### config.mk
export PLATFORM = sky130hd
export DESIGN_NAME = pipe_stage_skid_flat
export DESIGN_NICKNAME = d
export VERILOG_FILES = /design/src/rtl/pipe_stage_skid_if.sv /design/src/rtl/pipe_stage_skid.sv /design/src/flat_wrapper.sv
export SDC_FILE = /design/constraint.sdc
export NUM_CORES = 1
export LEC_CHECK = 0
export ABC_CLOCK_PERIOD_IN_PS = 7020
export BUFFER_PORTS_ARGS = -buffer_cell sky130_fd_sc_hd__buf_2
export CAP_MARGIN = 20
export CORE_MARGIN = 4
export CORE_UTILIZATION = 45
export CTS_CLUSTER_DIAMETER = 100
export DETAILED_ROUTE_END_ITERATION = 12
export MAX_ROUTING_LAYER = met4
export PLACE_DENSITY = 0.66
export SLEW_MARGIN = 20
export SYNTH_ARGS = -nofsm -noshare
export SYNTH_HDL_FRONTEND = slang
export SYNTH_SLANG_ARGS = --single-unit
### constraint.sdc
create_clock -name clk -period 7.02 [get_ports clk]
set_input_delay 2.106 -clock clk [delete_from_list [all_inputs] [get_ports clk]]
set_output_delay 2.106 -clock clk [all_outputs]
set_load 0.02 [all_outputs]
### src/rtl/pipe_stage_skid_if.sv
// Valid/ready/data handshake bundle between two pipeline stages.
// The master drives valid and data; the slave drives ready.
interface pipe_stage_skid_if #(
  parameter int DATA_W = 64
) ();
  logic              valid;
  logic              ready;
  logic [DATA_W-1:0] data;

  modport master (output valid, output data, input ready);
  modport slave  (input valid, input data, output ready);
endinterface

### src/rtl/pipe_stage_skid.sv
// Pipeline stage register with a one-entry skid buffer, a synchronous flush
// and a saturating stall counter. in_ready is a flop, not a function of out_ready.
module pipe_stage_skid #(
  parameter int              DATA_W     = 64,
  parameter logic [DATA_W-1:0] BUBBLE_VAL = '0,
  parameter int              CNT_W      = 16
) (
  input  logic              clk,
  input  logic              reset,
  input  logic              flush,
  pipe_stage_skid_if.slave  in_if,
  pipe_stage_skid_if.master out_if,
  output logic [CNT_W-1:0]  stall_cnt
);

  typedef enum logic [1:0] {EMPTY = 2'd0, FULL = 2'd1, SKID = 2'd2} state_e;

  state_e              state_q, state_d;
  logic [DATA_W-1:0]   main_data_q, main_data_d;
  logic [DATA_W-1:0]   skid_data_q, skid_data_d;
  logic                in_ready_q, in_ready_d;
  logic [CNT_W-1:0]    stall_cnt_q, stall_cnt_d;

  logic acc;
  logic drn;
  logic out_valid;

  assign out_valid = (state_q != EMPTY);
  assign acc       = in_if.valid && in_ready_q;
  assign drn       = out_valid && out_if.ready;

  always_ff @(posedge clk or posedge reset) begin
    if (reset) begin
      state_q     <= EMPTY;
      main_data_q <= BUBBLE_VAL;
      skid_data_q <= BUBBLE_VAL;
      in_ready_q  <= 1'b1;
      stall_cnt_q <= '0;
    end else begin
      state_q     <= state_d;
      main_data_q <= main_data_d;
      skid_data_q <= skid_data_d;
      in_ready_q  <= in_ready_d;
      stall_cnt_q <= stall_cnt_d;
    end
  end

  always_comb begin
    state_d     = state_q;
    main_data_d = main_data_q;
    skid_data_d = skid_data_q;
    if (flush) begin
      state_d     = EMPTY;
      main_data_d = BUBBLE_VAL;
      skid_data_d = BUBBLE_VAL;
    end else begin
      case (state_q)
        EMPTY: begin
          if (acc) begin
            state_d     = FULL;
            main_data_d = in_if.data;
          end
        end
        FULL: begin
          if (acc && drn) begin
            main_data_d = in_if.data;
          end else if (acc) begin
            state_d     = SKID;
            skid_data_d = in_if.data;
          end else if (drn) begin
            state_d     = EMPTY;
            main_data_d = BUBBLE_VAL;
          end
        end
        SKID: begin
          if (drn) begin
            state_d     = FULL;
            main_data_d = skid_data_q;
            skid_data_d = BUBBLE_VAL;
          end
        end
        default: begin
          state_d     = EMPTY;
          main_data_d = BUBBLE_VAL;
          skid_data_d = BUBBLE_VAL;
        end
      endcase
    end
    // Registered ready tracks the skid occupancy of the state being entered.
    in_ready_d = (state_d != SKID);

    stall_cnt_d = stall_cnt_q;
    if (out_valid && !out_if.ready && (stall_cnt_q != {CNT_W{1'b1}})) begin
      stall_cnt_d = stall_cnt_q + CNT_W'(1);
    end
  end

  always_comb begin
    out_if.valid = out_valid;
    out_if.data  = main_data_q;
    in_if.ready  = in_ready_q;
    stall_cnt    = stall_cnt_q;
  end

endmodule
### src/flat_wrapper.sv
// flat-port wrapper written by rule: the top's interface ports become plain ports
module pipe_stage_skid_flat 
#(
  parameter int              DATA_W     = 64,
  parameter logic [DATA_W-1:0] BUBBLE_VAL = '0,
  parameter int              CNT_W      = 16
)
  (clk, reset, flush, stall_cnt, in_if_valid, in_if_data, in_if_ready, out_if_valid, out_if_data, out_if_ready);
  pipe_stage_skid_if #(.DATA_W(DATA_W)) in_if_i ();
  pipe_stage_skid_if #(.DATA_W(DATA_W)) out_if_i ();
  input  logic clk;
  input  logic reset;
  input  logic flush;
  output logic [CNT_W-1:0] stall_cnt;
  input wire logic [$bits(in_if_i.valid)-1:0] in_if_valid;
  input wire logic [$bits(in_if_i.data)-1:0] in_if_data;
  output wire logic [$bits(in_if_i.ready)-1:0] in_if_ready;
  output wire logic [$bits(out_if_i.valid)-1:0] out_if_valid;
  output wire logic [$bits(out_if_i.data)-1:0] out_if_data;
  input wire logic [$bits(out_if_i.ready)-1:0] out_if_ready;
  assign in_if_i.valid = in_if_valid;
  assign in_if_i.data = in_if_data;
  assign in_if_ready = in_if_i.ready;
  assign out_if_valid = out_if_i.valid;
  assign out_if_data = out_if_i.data;
  assign out_if_i.ready = out_if_ready;
  pipe_stage_skid #(.DATA_W(DATA_W), .BUBBLE_VAL(BUBBLE_VAL), .CNT_W(CNT_W)) u_core (.clk(clk), .reset(reset), .flush(flush), .in_if(in_if_i), .out_if(out_if_i), .stall_cnt(stall_cnt));
endmodule
==> metrics, run 1 <==
CP required ~7.4 ns; post-cts sizing count 0; H-tree level count 4; Worst-path clk slew approximately 0.06 ns; Yosys top cell by area dfrtp_1; worst hold stages 1; clk sinks 147; relative slew slack 39.0%; MaxCap Viol Count 0; GPL Wtd Cong between 0.7 and 0.8; Cell Chain, Critical Path buf_2 > a21oi_1 > o21ai_1 > a21oi_4 > buf_4 > o2bb2ai_1; fmax about 270 MHz; Crit Path Class in -> reg; Power per Cell Area around 270 mW/mm²; ratio of cells with drive above 1 in the final layout 27.1%; Hold-fix buffers, CTS 0; remaining global-route overflow 0; Cell Area, Synth 0.00670 mm²; minimum clock period 3.73 ns; DIE AREA 0.0169 mm²; combinational power share 15.3%; DRT Wirelength 16,300 µm; Hold Fails Final Rpt 0; Yosys warning count 0; max-slew violation total from the final report 0; CP Buf/Inv Count 2; I/O pins 151; Setup crit start out_if_ready; Mapped Nets 662; switch share 27.5%; first-pass GRT wire length 26,300 µm; vias per cell 5.51; Pre-antenna DRT Iters 5; CTS max path bufs 2; Multi-input gate area 0.00255 mm²; crit-path leading delay family compound AO/OA/AOI/OAI gates; root buf cell clkbuf_16; actual slew at the worst max-slew pin 0.912 ns; largest net degree at the start of global routing 95; leak pwr roughly 4 nW; DRT iter0 DRCs 381; crit path max fanout 33; Max VDD drop 171 µV; unrepaired setup endpoints after global routing false; CTS tree yes; Critical Path Sink Type flop; TritonCTS Buffers 17; hpwl dp 10,200 µm; area growth from synthesis to layout 21.3%; FF-to-FF Start u_core.state_q[0]$_DFF_PP0_; Vias 5,090; register area 0.00368 mm²; Clock Power Share 40.8%; vias in the first global route approximately 5,100; Post-CTS Setup Inserts 0; Total Nets Final between 700 and 800; worst-case reg-to-reg path depth 5; Routed Antenna Nets 0; Setup Skew approximately 0.0080 ns; core area 0.0145 mm²; Worst path depth 6; top post-synthesis cells by area dfrtp_1, mux2i_1, o2bb2ai_1, a22oi_1, nand2_1; Yosys top cell area share a little over half; drt drc 0; Filler Cell Count 1,256; port buffer count 150; fraction of registers with async set/reset 100%; worst-skew pair later-pin latency 0.42 ns; Wirelength per Cell 17.6 µm; Slowest Stage Delay on Critical Path 0.78 ns; Seq pwr share 43.9%; # rows 44; Worst setup SP type primary input; Post-synth EDFFs 0; internal power 1.60 mW; Seq cells post-synth 147; Post-synth top cells dfrtp_1, nand2_1, inv_1; Overall Global Routing Usage about 20%; post-synthesis cell count 592; starting density of the core 46.1%; # setup viols final 0; die span in x 130 µm; Final period util 53.1%; Seq/Total Area, Yosys 54.9%; top-count cell post-synth dfrtp_1; Worst EP arrival just over 4 ns; Sw Pwr 608 µW; die height around 130 µm; Pwr Total 2.21 mW; Tightest Hold Check Type reg -> reg; initial antenna violation count 2; status finished clean; Post-synth top flop dfrtp_1; Crit-path slowest cell a21oi_4; setup TNS 0 ns; min-delay src u_core.out_if.data[35]$_DFFE_PP0P_; syn avg cell area 11.3 µm²; Unique masters post-synth 44
layout by cell type, fill, tap and decap left out, types with 2 or more instances in the layout:
master	n
nand3_1	6
clkbuf_8	5
nor2_1	4
clkbuf_1	5
clkbuf_16	17
a22oi_1	64
nand2b_1	3
buf_4	6
nand4b_1	2
buf_2	150
nand4_1	3
nor3_1	4
a21oi_1	5
mux2i_1	64
or2_2	2
dfrtp_1	146
nand2_1	69
and4_1	4
a21oi_4	3
clkinv_2	2
xor2_1	6
diode_2	2
o2bb2ai_1	64
bufinv_16	2
o21ai_0	2
xnor2_1	6
inv_1	66
and3_1	3
metal layers:
metal | track usage [%] | vias to the layer above | part of all wire, %
met5 | - | - | 0
met4 | 8.01 | 0 | 2.3
met3 | 5.12 | 27 | 5.7
met2 | 29.7 | 156 | 46
met1 | 27.8 | 2554 | 46
li1 | - | 2353 | -
cell families after synthesis:
group / synth area share (%)
flip-flops: 54.9
AO/OA/AOI/OAI: 17.5
AND/OR/NAND/NOR: 8.42
buffers and inverters: 7.62
multiplexers: 9.79
XOR/XNOR: 1.57
adder cells (fa/ha/maj): 0.187
final cells by class:
class	instances	share of cell area [%]
Antenna cell	2	0.0616
Clock buffer	27	6.31
Clock inverter	4	0.862
Inverter	67	3.16
Multi-Input combinational cell	335	31.4
Sequential cell	147	45.3
Tap cell	184	2.83
Timing Repair Buffer	157	10.1
path summary, 6_finish.rpt:
path                                                      end  slack (ns)
min in group asynchronous  u_core.out_if.data[31]$_DFFE_PP0P_        1.85
hold reg to reg            u_core.out_if.data[35]$_DFFE_PP0P_        0.48
setup reg to reg           u_core.out_if.data[10]$_DFFE_PP0P_        4.53
setup / recovery           u_core.out_if.data[10]$_DFFE_PP0P_        3.29
hold / removal             u_core.out_if.data[35]$_DFFE_PP0P_        0.48
max in group asynchronous  u_core.skid_data_q[10]$_DFFE_PP0P_        3.99
power groups by stage:
stage	registers (mW)	clock network, mW	logic, mW
after floorplan	1.03	0	0.173
after CTS	0.970	0.920	0.342
after detailed placement	0.983	0	0.341
after global placement	0.980	0	0.333
final	0.971	0.903	0.338
after global routing	0.981	0.957	0.371
flip-flops by register name, summed over array words and instances (netlist names):
register	cells
u_core.state_q	2
u_core.stall_cnt	16
u_core.out_if.data	64
u_core.in_if.ready	1
u_core.skid_data_q	64
stage by stage:
step           utilization (%)  hold slack [ns]  instances  worst slack (ns)  area [µm²]
6_report                  55.9            0.483        923              3.29        8130
5_1_grt                   55.9            0.495        923              3.17        8130
4_1_cts                   55.7            0.489        920              3.34        8090
3_5_place_dp              51.7            0.469        889              2.89        7510
3_3_place_gp              51.6            0.466        889              2.93        7500
2_1_floorplan                -            0.498        592             0.964        6700
worst reg2reg max path, delay by kind of cell (launching register included):
kind | cells | cell delay [ns]
buffers and inverters | 1 | 0.52
AO/OA/AOI/OAI | 4 | 1.32
flip-flops | 1 | 0.56
Power figures use the tool's default switching activity.
==> run 2, diff against run 1 <==
--- a/config.mk
+++ b/config.mk
@@ -5,7 +5,7 @@
 export SDC_FILE = /design/constraint.sdc
 export NUM_CORES = 1
 export LEC_CHECK = 0
-export ABC_CLOCK_PERIOD_IN_PS = 7020
+export ABC_CLOCK_PERIOD_IN_PS = 3500
 export BUFFER_PORTS_ARGS = -buffer_cell sky130_fd_sc_hd__buf_2
 export CAP_MARGIN = 20
 export CORE_MARGIN = 4
==> constraint.sdc (replaced) <==
create_clock -name clk -period 3.5 [get_ports clk]
set_input_delay 1.05 -clock clk [delete_from_list [all_inputs] [get_ports clk]]
set_output_delay 1.05 -clock clk [all_outputs]
set_load 0.02 [all_outputs]
==> run 2 against run 1 <==
  * Final cell count rose by 0.54%
  * Clock-buffer cell count fell by 5
  * Worst setup slack got worse by 2.4 ns
  * Non-clock buffer count rose by 6
  * First-iteration DRC count rose by 2.4%
  * Global-route usage rose by 0.27 points
  * Worst hold slack got worse by 0.0015 ns
  * Die area did not move
  * Sequential power rose by 100%
  * Power rose by 98%
  * Critical path depth fell by 4
  * Clock skew fell by 0.0020 ns
  * Largest cell class unchanged
==> metrics, run 2 (synthesized netlist as in run 1, its figures left out) <==
status finished clean; unrepaired setup endpoints after global routing false; most frequent cells in the layout buf_2, dfrtp_1, nand2_1; Power per Cell Area 535 mW/mm² (+97%); Max VDD drop 330 µV (+93%); core area 0.0145 mm² (unchanged); ANT cells 0 (-2); die height 130 µm (unchanged); worst hold stages 1 (unchanged); commonest non-fill, non-tap cell in the layout buf_2; Setup Skew 0.00602 ns (-0.00198 ns); max-slew violation total from the final report 0 (unchanged); CP required 2.45 ns (-4.90 ns); I/O pins 151 (unchanged); vias in the first global route 5,163 (+1.4%); Multi-input gate area 0.00254 mm² (-0.20%); FF-to-FF Start u_core.state_q[1]$_DFF_PP0_; Overall Global Routing Usage 20.7% (+0.27 points); # rows 44 (unchanged); GPL Wtd Cong 0.782 (+1.7%); Vias 5,082 (-0.16%); largest net degree at the start of global routing 65 (-32%); setup TNS 0 ns (unchanged); drt drc 0 (unchanged); relative slew slack 39.5% (+0.46 points); Hold-fix buffers, CTS 0 (unchanged); Final period util 73.4%; MaxCap Viol Count 0 (unchanged); Post-CTS Setup Inserts 0 (unchanged); Worst EP arrival 1.52 ns (-2.54 ns); initial antenna violation count 0 (-2); Total Nets Final 801 (+0.75%); Filler Cell Count 1,257 (+0.080%); Pwr Total 4.37 mW (+98%); Hold Fails Final Rpt 0 (unchanged); post-cts sizing count 0 (unchanged); first-pass GRT wire length 26,700 µm (+1.8%); Worst setup SP type flop; worst-skew pair later-pin latency 0.42 ns (about the same); DRT iter0 DRCs 390 (+2.4%); dpl ws 0.925 ns (-1.97 ns); port buffer count 150 (unchanged); Crit Path Class reg -> out; area growth from synthesis to layout 21.9%; crit path max fanout 12 (-64%); remaining global-route overflow 0 (unchanged); TritonCTS Buffers 17 (unchanged); worst hold path endpoint u_core.out_if.data[8]$_DFFE_PP0P_; setup slack after layout 0.929 ns (-2.36 ns); hpwl dp 10,500 µm (+2.9%); Critical Path Sink Type primary output; clk sinks 147 (unchanged); actual slew at the worst max-slew pin 0.906 ns (-0.00673 ns); starting density of the core 46.1% (unchanged); Wirelength per Cell 17.4 µm (-1.7%); Reg2Reg Setup Slack 1.36 ns (-3.17 ns); leak pwr 4.02 nW (+0.59%); Routed Antenna Nets 0 (unchanged); fmax 389 MHz; # setup viols final 0 (unchanged); Tightest Hold Check Type reg -> reg; CTS max path bufs 2 (unchanged); ratio of cells with drive above 1 in the final layout 28.5% (+1.4 points); root buf cell clkbuf_16; R2R Path End u_core.out_if.data[58]$_DFFE_PP0P_; vias per cell 5.48 (-0.70%); Core Util, Final 56.2% (+0.29 points); CTS tree yes; Worst-path clk slew 0.06 ns (about the same); die span in x 130 µm (unchanged); Pre-antenna DRT Iters 5 (unchanged); minimum clock period 2.57 ns; register area 0.00368 mm² (unchanged); worst-case reg-to-reg path depth 4 (-1); H-tree level count 4 (unchanged); worst hold slack 0.482 ns (-0.00155 ns); DIE AREA 0.0169 mm² (unchanged); DRT Wirelength 16,100 µm (-1.1%); min-delay src u_core.out_if.data[8]$_DFFE_PP0P_
[run 2: final cells by class]
class	count	area share, %
timing repair buffer	163	10.8
inverter	67	3.13
clock buffer	22	6.05
sequential	147	45.1
multi-input combinational	335	31.1
clock inverter	10	0.980
tap	184	2.82
[run 2: routing by layer]
| layer | wire [µm] | up-vias | part of all wire [%] | track usage, % |
|---|---|---|---|---|
| met5 | 0 | - | 0 | - |
| met4 | 364 | 0 | 2.3 | 8.13 |
| met3 | 935 | 28 | 5.8 | 3.81 |
| met2 | 7670 | 182 | 48 | 30.8 |
| met1 | 7130 | 2504 | 44 | 28.4 |
| li1 | - | 2368 | - | - |
[run 2: worst max-delay path by stage]
stage	from	end	depth (start not counted)
floorplan	reset	u_core.out_if.data[0]$_DFFE_PP0P_	1
global placement	out_if_ready	u_core.skid_data_q[39]$_DFFE_PP0P_	5
detailed placement	out_if_ready	u_core.skid_data_q[53]$_DFFE_PP0P_	5
CTS	u_core.state_q[0]$_DFF_PP0_	out_if_valid	2
global route	u_core.state_q[0]$_DFF_PP0_	out_if_valid	2
finish	u_core.state_q[0]$_DFF_PP0_	out_if_valid	2
[run 2: critical path: stages, from the launching register on]
cell	delay (ns)
dfrtp_1	0.55
or2_2	0.39
buf_2	0.17
[run 2: metrics by stage]
stage          instance area [µm²]  cells
2_1_floorplan                 6700    592
3_3_place_gp                  7590    896
3_5_place_dp                  7590    896
4_1_cts                       8170    928
5_1_grt                       8170    928
6_report                      8170    928
[run 2: where the power goes]
group          internal, mW  switching, mW
clock                  1.06          0.680
combinational         0.253          0.433
sequential             1.83          0.114
